File: src/rtl/char_buffer_ctrl.sv
// char_buffer_ctrl: arbitrates a single-port character RAM between video refresh, terminal writes and a fill engine
// Ports:
//   clk, reset_n                       clock, asynchronous active-low reset
//   video_req, video_addr, video_data  video read port; video owns the RAM whenever video_req=1
//   wr_valid, wr_ready, wr_addr, wr_data
//                                      single-character write handshake
//   fill_start, fill_addr, fill_count, fill_char, fill_busy, fill_done
//                                      fill (clear) command and status
//   ram_addr, ram_we, ram_wdata, ram_rdata
//                                      single-port RAM with 1-cycle read latency
// Build option: define CHAR_BUFFER_FILL_EN to include the fill engine; without it the fill
// inputs are ignored, fill_busy/fill_done stay low and the controller is always idle.
module char_buffer_ctrl #(
  parameter int ADDR_BITS   = 11,
  parameter int BUFFER_SIZE = 1920
) (
  input  logic                 clk,
  input  logic                 reset_n,
  input  logic                 video_req,
  input  logic [ADDR_BITS-1:0] video_addr,
  output logic [7:0]           video_data,
  input  logic                 wr_valid,
  output logic                 wr_ready,
  input  logic [ADDR_BITS-1:0] wr_addr,
  input  logic [7:0]           wr_data,
  input  logic                 fill_start,
  input  logic [ADDR_BITS-1:0] fill_addr,
  input  logic [ADDR_BITS-1:0] fill_count,
  input  logic [7:0]           fill_char,
  output logic                 fill_busy,
  output logic                 fill_done,
  output logic [ADDR_BITS-1:0] ram_addr,
  output logic                 ram_we,
  output logic [7:0]           ram_wdata,
  input  logic [7:0]           ram_rdata
);
  // one extra bit so BUFFER_SIZE == 2**ADDR_BITS still compares correctly
  localparam logic [ADDR_BITS:0] SIZE = (ADDR_BITS+1)'(BUFFER_SIZE);
  logic                 wr_ok;
  logic                 fill_wr;
  logic [ADDR_BITS-1:0] fill_waddr;
  logic [7:0]           fill_wdata;
`ifdef CHAR_BUFFER_FILL_EN
  localparam logic [ADDR_BITS-1:0] LAST = ADDR_BITS'(BUFFER_SIZE - 1);
  typedef enum logic {IDLE, FILL} state_t;
  state_t               state_q, state_d;
  logic [ADDR_BITS-1:0] cur_q, cur_d;
  logic [ADDR_BITS-1:0] rem_q, rem_d;
  logic [7:0]           char_q, char_d;
  logic                 done_q, done_d;
  // done is registered: it rises together with remaining reaching zero, so it
  // coincides with the last FILL cycle and the FSM leaves FILL right after it
  always_comb begin
    fill_wr = (state_q == FILL) && !video_req && (rem_q != '0);
    state_d = state_q;
    cur_d   = cur_q;
    rem_d   = rem_q;
    char_d  = char_q;
    done_d  = 1'b0;
    if (state_q == IDLE) begin
      if (fill_start) begin
        state_d = FILL;
        cur_d   = ({1'b0, fill_addr} < SIZE) ? fill_addr : '0;
        rem_d   = fill_count;
        char_d  = fill_char;
        done_d  = (fill_count == '0);
      end
    end else if (rem_q == '0) begin
      state_d = IDLE;
    end else if (fill_wr) begin
      rem_d  = rem_q - ADDR_BITS'(1);
      cur_d  = (cur_q == LAST) ? '0 : cur_q + ADDR_BITS'(1);
      done_d = (rem_q == ADDR_BITS'(1));
    end
  end
  always_ff @(posedge clk or negedge reset_n) begin
    if (!reset_n) begin
      state_q <= IDLE;
      cur_q   <= '0;
      rem_q   <= '0;
      char_q  <= '0;
      done_q  <= 1'b0;
    end else begin
      state_q <= state_d;
      cur_q   <= cur_d;
      rem_q   <= rem_d;
      char_q  <= char_d;
      done_q  <= done_d;
    end
  end
  assign wr_ready   = (state_q == IDLE) && !video_req;
  assign fill_busy  = (state_q == FILL);
  assign fill_done  = done_q;
  assign fill_waddr = cur_q;
  assign fill_wdata = char_q;
`else
  logic unused_fill;
  assign unused_fill = ^{fill_start, fill_addr, fill_count, fill_char};
  assign fill_wr     = 1'b0;
  assign wr_ready    = !video_req;
  assign fill_busy   = 1'b0;
  assign fill_done   = 1'b0;
  assign fill_waddr  = '0;
  assign fill_wdata  = '0;
`endif
  // out-of-range writes are acknowledged but never reach the RAM; the reset
  // gate keeps the RAM quiet while reset_n is low
  always_comb begin
    wr_ok      = reset_n && wr_valid && wr_ready && ({1'b0, wr_addr} < SIZE);
    ram_we     = fill_wr || wr_ok;
    ram_addr   = fill_wr ? fill_waddr : wr_ok ? wr_addr : video_addr;
    ram_wdata  = fill_wr ? fill_wdata : wr_data;
    video_data = ram_rdata;
  end
endmodule

File: config.mk
export PLATFORM = sky130hd
export DESIGN_NAME = char_buffer_ctrl
export DESIGN_NICKNAME = d
export VERILOG_FILES = /design/src/rtl/char_buffer_ctrl.sv
export SDC_FILE = /design/constraint.sdc
export NUM_CORES = 1
export LEC_CHECK = 0
export CORE_MARGIN = 2
export CORE_UTILIZATION = 15
export DETAILED_ROUTE_END_ITERATION = 7
export PLACE_DENSITY = 0.88
export SLEW_MARGIN = 20
export SYNTH_ARGS = -nofsm -noshare
export SYNTH_HDL_FRONTEND = slang
export SYNTH_SLANG_ARGS = --single-unit
File: constraint.sdc
create_clock -name vclk -period 1.87
set_clock_uncertainty 0.05 [all_clocks]
set_input_delay 0.187 -clock vclk [all_inputs]
set_output_delay 0.187 -clock vclk [all_outputs]
set_load 0.05 [all_outputs]
==> parameters.txt, run 1 <==
Parameter                              Value

Critical path
  Crit path max-delay cell type ... sky130_fd_sc_hd__clkdlybuf4s50_1
  Slowest cell delay on critical path ... 0.46 ns
  Arrival time of data at the critical path endpoint ... 1.56 ns
  Maximum fanout along the worst path ... 5
  CP startpoint kind ... input pin
  Crit Path Class ... input pin to output port
  Crit path required time ... 1.63 ns
  Chain of cells forming the critical path ... clkdlybuf4s50_1 > a41oi_4 > buf_12 > mux2_4 > buf_8
  Type of element capturing the critical path ... output port

Pwr
  Maximum vdd drop ... 0.0001335 V
  Total power density per cell area ... 337.0 nW/um2
  Post-layout power ... 237.4 uW
  Leakage ... 0.0003101 uW

Run
  Maxcap violations ... 0

Floorplan
  Vert. Die Dim ... 51.55 um
  Count of pins on the block boundary ... 104
  Effective utilization at floorplan ... 15.63%
  Die extent in x ... 51.55 um
  Placeable core region ... 2170 um2
  Row count ... 17
  Die ar. ... 2657 um2

Placed design
  Final weighted congestion of routability-driven global placement ... 0.5737
  Detail Placement HPWL ... 963.2 um
  Dpl cell area ... 676.9 um2
  Worst setup slack after placement ... -0.1106 ns
  Port Buf Inserts ... 38

Logic synthesis
  Syn Inst Count ... 34
  Post-Synthesis Cell Area ... 339.1 um2
  Sequential fraction of the synthesis area ... 0%
  Yosys Warn Count ... 0
  Mapped Avg Cell Area ... 9.973 um2
  Count of different cell masters after synthesis ... 9

Route
  Drt first pass iters ... 3
  Remaining number of nets flagged by the antenna check after routing ... 0
  Vias after detailed routing ... 329
  Average detailed-routed wire length per instance ... 12.23 um
  DRC ... 0
  Via density per instance ... 3.826
  Violation count after the first detailed-routing iteration ... 1
  Final Routed Wirelength ... 1.052 mm

Layout
  FFs & Latches ... 0
  Area of the multi-input gates ... 192.7 um2
  Fraction of layout cells with a size suffix above 1 ... 51.72%
  Sequential standard cell area ... 0 um2
  Clock buffer count in the final layout ... 0
  Antenna diode count ... 0
  Layout filler cell count ... 231
  Post-route core utilization ... 32.47%
  Layout-stage area growth over the synthesis result ... 107.7%
  Fin nets ... 133
  Finished Cell Area ... 704.4 um2

Global routing
  Vias in the first global route ... 341
  Total GRT Usage ... 7.367%
  Global-route wire length before repair ... 1.462 mm
  Number of antenna violations at the first check in global routing ... 0
  Remaining Overflow, GRT ... 0
  Largest net degree at the start of global routing ... 6

Status
  Status ... finished clean

STA
  Number of endpoints with negative hold slack in the final report ... 0
  Total count of max-transition violations in the final report ... 0
  RSZ-0062 raised after global routing ... no
  Time the final worst path needs with I/O delays and setup ... 1.796 ns
  Setup Viol. Count Final ... 0
  Final setup slack of the worst path ... 0.07419 ns
  Peak clock frequency supported by timing ... 0.5569 GHz
  Part of the cycle the worst path needs ... 96.03%
  Hold WS ... 0.3240 ns

Worst hold path
  Worst hold stages ... 0
  Type of the most critical hold path ... input pin to output port

Clock network
  Number of hold buffers added after cts ... 0
[report_power, final]
group	switching, uW	leakage [uW]	internal, uW
Clock	0	0	0
Combinational	117	0.000310	120
Sequential	0	0	0
[area by class of cell]
type	instances	share of cell area, %
well taps	28	4.973
repair buffers	42	67.14
multi-input cells	15	27.35
inverters	1	0.5329
[placed cells by master (no fill, tap or decap)]
cell type,synthesis,routed
sky130_fd_sc_hd__nand3b_4,1,1
sky130_fd_sc_hd__clkdlybuf4s50_1,0,20
sky130_fd_sc_hd__o22a_2,4,4
sky130_fd_sc_hd__dlymetal6s2s_1,0,1
sky130_fd_sc_hd__dlygate4sd2_1,0,4
sky130_fd_sc_hd__buf_6,1,4
sky130_fd_sc_hd__mux2_4,5,5
sky130_fd_sc_hd__inv_1,1,1
sky130_fd_sc_hd__buf_4,18,6
sky130_fd_sc_hd__mux2_2,2,2
sky130_fd_sc_hd__a41oi_4,1,1
sky130_fd_sc_hd__conb_1,1,2
sky130_fd_sc_hd__buf_12,0,6
sky130_fd_sc_hd__buf_8,0,1
[worst max-delay path: cells and delay by family]
family	cells	cell delay [ns]
mux	1	0.31
compound gates	1	0.28
buf+inv	3	0.77
[routing by layer]
layer	track usage [%]	vias up	part of all wire (%)
met4	1.316	0	1.1
met2	15.17	39	48
li1	-	146	-
met3	2.874	2	22
met1	6.667	142	30
met5	0	-	0
[logic make-up after synthesis]
| group | Yosys count | synth area share [%] |
|---|---|---|
| AO/OA/AOI/OAI | 5 | 19.93 |
| buffers and inverters | 20 | 44.28 |
| multiplexers | 7 | 28.78 |
| other | 1 | 1.106 |
| AND/OR/NAND/NOR | 1 | 5.904 |
[synth_stat cells]
cell	n	area, um2
sky130_fd_sc_hd__a41oi_4	1	27.53
sky130_fd_sc_hd__buf_4	18	135.1
sky130_fd_sc_hd__buf_6	1	11.26
sky130_fd_sc_hd__conb_1	1	3.750
sky130_fd_sc_hd__inv_1	1	3.750
sky130_fd_sc_hd__mux2_2	2	22.52
sky130_fd_sc_hd__mux2_4	5	75.07
sky130_fd_sc_hd__nand3b_4	1	20.02
sky130_fd_sc_hd__o22a_2	4	40.04
[path summary, 6_finish.rpt]
check | from | end | slack [ns]
min | wr_data[0] | ram_wdata[0] | 0.32
max | wr_addr[10] | ram_addr[5] | 0.07
[through the flow]
stage	cells	setup TNS (ns)
4_1_cts	86	0
3_3_place_gp	85	-0.3214
3_5_place_dp	85	-0.5694
5_1_grt	86	0
2_1_floorplan	35	0
6_report	86	0
[repair_timing]
action	CTS	global route
setup buffers	1	0
resized for setup	10	1
setup endpoints to repair	7	5
pin swaps	1	1
(Power assumes the default switching activity.)
==> run 2, diff against run 1 <==
--- a/config.mk
+++ b/config.mk
@@ -9,6 +9,7 @@
 export CORE_UTILIZATION = 15
 export DETAILED_ROUTE_END_ITERATION = 7
 export PLACE_DENSITY = 0.88
+export SKIP_LAST_GASP = 1
 export SLEW_MARGIN = 20
 export SYNTH_ARGS = -nofsm -noshare
 export SYNTH_HDL_FRONTEND = slang
==> results of run 2 <==
Final layout, timing and power as in run 1 (identical DEF).
==> run 3, diff against run 2 <==
--- a/config.mk
+++ b/config.mk
@@ -8,9 +8,10 @@
 export CORE_MARGIN = 2
 export CORE_UTILIZATION = 15
 export DETAILED_ROUTE_END_ITERATION = 7
+export GPL_TIMING_DRIVEN = 0
 export PLACE_DENSITY = 0.88
 export SKIP_LAST_GASP = 1
-export SLEW_MARGIN = 20
+export SLEW_MARGIN = 15
 export SYNTH_ARGS = -nofsm -noshare
 export SYNTH_HDL_FRONTEND = slang
 export SYNTH_SLANG_ARGS = --single-unit
==> parameters.txt, run 3 (synthesis gave the netlist of run 1 again) <==
Parameter                              Value

Critical path
  Crit path max-delay cell type ... sky130_fd_sc_hd__clkdlybuf4s50_1
  Cell seen most often among critical-path stages ... sky130_fd_sc_hd__buf_4
  Type of element capturing the critical path ... output port
  Arrival time of data at the critical path endpoint ... 1.55 ns (about the same)
  Slowest cell delay on critical path ... 0.47 ns (about the same)
  CP startpoint kind ... input pin
  Chain of cells forming the critical path ... clkdlybuf4s50_1 > a41oi_4 > buf_4 > mux2_2 > buf_4
  Maximum fanout along the worst path ... 4 (-1)
  Crit Path Class ... input pin to output port
  Crit path required time ... 1.63 ns (about the same)

Layout
  Fraction of layout cells with a size suffix above 1 ... 51.09% (-0.64 points)
  Finished Cell Area ... 920.9 um2 (+31%)
  FFs & Latches ... 0 (unchanged)
  Leading cell types in the layout, fill and taps excluded ... sky130_fd_sc_hd__clkdlybuf4s50_1 (36), sky130_fd_sc_hd__buf_4 (22)
  Fin nets ... 167 (+26%)
  Clock buffer count in the final layout ... 0 (unchanged)
  Antenna diode count ... 0 (unchanged)
  Sequential standard cell area ... 0 um2 (unchanged)
  Leading cell type in the layout, fill and taps excluded ... sky130_fd_sc_hd__clkdlybuf4s50_1
  Layout-stage area growth over the synthesis result ... 171.6%
  Layout filler cell count ... 208 (-10%)

Floorplan
  Die ar. ... 2657 um2 (unchanged)
  Row count ... 17 (unchanged)
  Count of pins on the block boundary ... 104 (unchanged)
  Die extent in x ... 51.55 um (unchanged)
  Placeable core region ... 2170 um2 (unchanged)
  Vert. Die Dim ... 51.55 um (unchanged)
  Effective utilization at floorplan ... 15.63% (unchanged)

Global routing
  Remaining Overflow, GRT ... 0 (unchanged)
  Number of antenna violations at the first check in global routing ... 0 (unchanged)
  Largest net degree at the start of global routing ... 6 (unchanged)
  Total GRT Usage ... 10.39% (+3.0 points)
  Vias in the first global route ... 466 (+37%)
  Global-route wire length before repair ... 2.125 mm (+45%)

Route
  DRC ... 0 (unchanged)
  Drt first pass iters ... 1 (-2)
  Remaining number of nets flagged by the antenna check after routing ... 0 (unchanged)
  Violation count after the first detailed-routing iteration ... 0 (-1)
  Vias after detailed routing ... 468 (+42%)
  Average detailed-routed wire length per instance ... 11.33 um (-7.4%)
  Via density per instance ... 3.900 (+1.9%)
  Final Routed Wirelength ... 1.359 mm (+29%)

STA
  Peak clock frequency supported by timing ... 0.5594 GHz (+0.47%)
  Setup tns final ... 0 ns (unchanged)
  Time the final worst path needs with I/O delays and setup ... 1.787 ns (-0.008332 ns)
  RSZ-0062 raised after global routing ... no
  Part of the cycle the worst path needs ... 95.59% (-0.45 points)
  Slew at the pin closest to its max-slew limit ... 0.4994 ns
  Setup Viol. Count Final ... 0 (unchanged)
  Rel. slew slack ... 66.60%
  Number of endpoints with negative hold slack in the final report ... 0 (unchanged)
  Total count of max-transition violations in the final report ... 0 (unchanged)

Placed design
  Final weighted congestion of routability-driven global placement ... 0.6381 (+11%)
  Detail Placement HPWL ... 1.148 mm (+19%)
  Dpl cell area ... 918.4 um2 (+36%)
  Port Buf Inserts ... 54 (+42%)

Worst hold path
  Type of the most critical hold path ... input pin to output port

Pwr
  Maximum vdd drop ... 0.0001981 V (+48%)
  Total power density per cell area ... 363.8 nW/um2 (+8.0%)
  Leakage ... 0.0004315 uW (+39%)

Run
  Maxcap violations ... 0 (unchanged)

Status
  Status ... finished clean

Clock network
  Number of hold buffers added after cts ... 0 (unchanged)
==> run 3: cell types whose count changed in the layout (fill, tap and decap cells not counted) <==
| cell | delta |
|---|---|
| sky130_fd_sc_hd__buf_4 | +16 |
| sky130_fd_sc_hd__buf_2 | +5 |
| sky130_fd_sc_hd__buf_6 | +1 |
| sky130_fd_sc_hd__dlygate4sd2_1 | +1 |
| sky130_fd_sc_hd__buf_12 | -6 |
| sky130_fd_sc_hd__clkdlybuf4s15_2 | +1 |
| sky130_fd_sc_hd__clkdlybuf4s50_1 | +16 |
==> run 3: what timing repair did <==
action                     in CTS  in global routing
resized for setup              76                  1
gates cloned                    1                  0
setup buffers                   2                  0
setup endpoints to repair      12                  1
pin swaps                       1                  1
==> run 3: final timing paths <==
| check | endpoint | slack (ns) | from | cells past startpoint |
|---|---|---|---|---|
| worst max-delay path | ram_addr[0] | 0.08 | wr_addr[10] | 5 |
| worst min-delay path | ram_addr[8] | 0.90 | wr_addr[8] | 3 |
==> run 3: power by group <==
part	total (uW)	switching (uW)	internal [uW]
Combinational	335	188	147
Sequential	0	0	0
Clock	0	0	0
Total	335	188	147
==> run 3: final cells by class <==
cell class / instances / area, um2 / share of cell area [%]
repair buffers: 57 / 543.0 / 58.97
multi-input cells: 15 / 192.7 / 20.92
plain buffers: 19 / 146.4 / 15.90
well taps: 28 / 35.03 / 3.804
inverters: 1 / 3.754 / 0.4076
==> run 3: worst max-delay path: cells and delay by family <==
kind | cells | cell delay, ns
mux | 1 | 0.31
buf+inv | 3 | 0.82
compound gates | 1 | 0.23
==> run 3: layer usage <==
layer / routed length, um / GRT usage (%)
met3: 219 / 3.448
met4: 0 / 0
met2: 668 / 20.09
met5: 0 / 0
met1: 471 / 11.58
==> run 3: metrics by stage <==
step / worst slack, ns / hold WS, ns / power (uW) / util (%) / cells
finish: 0.08252 / 0.9000 / 335.0 / 42.45 / 120
floorplan: 0.4329 / 0.4911 / 210.7 / - / 35
global route: 0.02005 / 0.9316 / 350.1 / 42.45 / 120
detailed placement: -0.6360 / 1.114 / 340.0 / 42.33 / 117
global placement: -0.5990 / 1.114 / 336.8 / 42.33 / 117
CTS: 0.03448 / 1.017 / 337.7 / 42.33 / 120
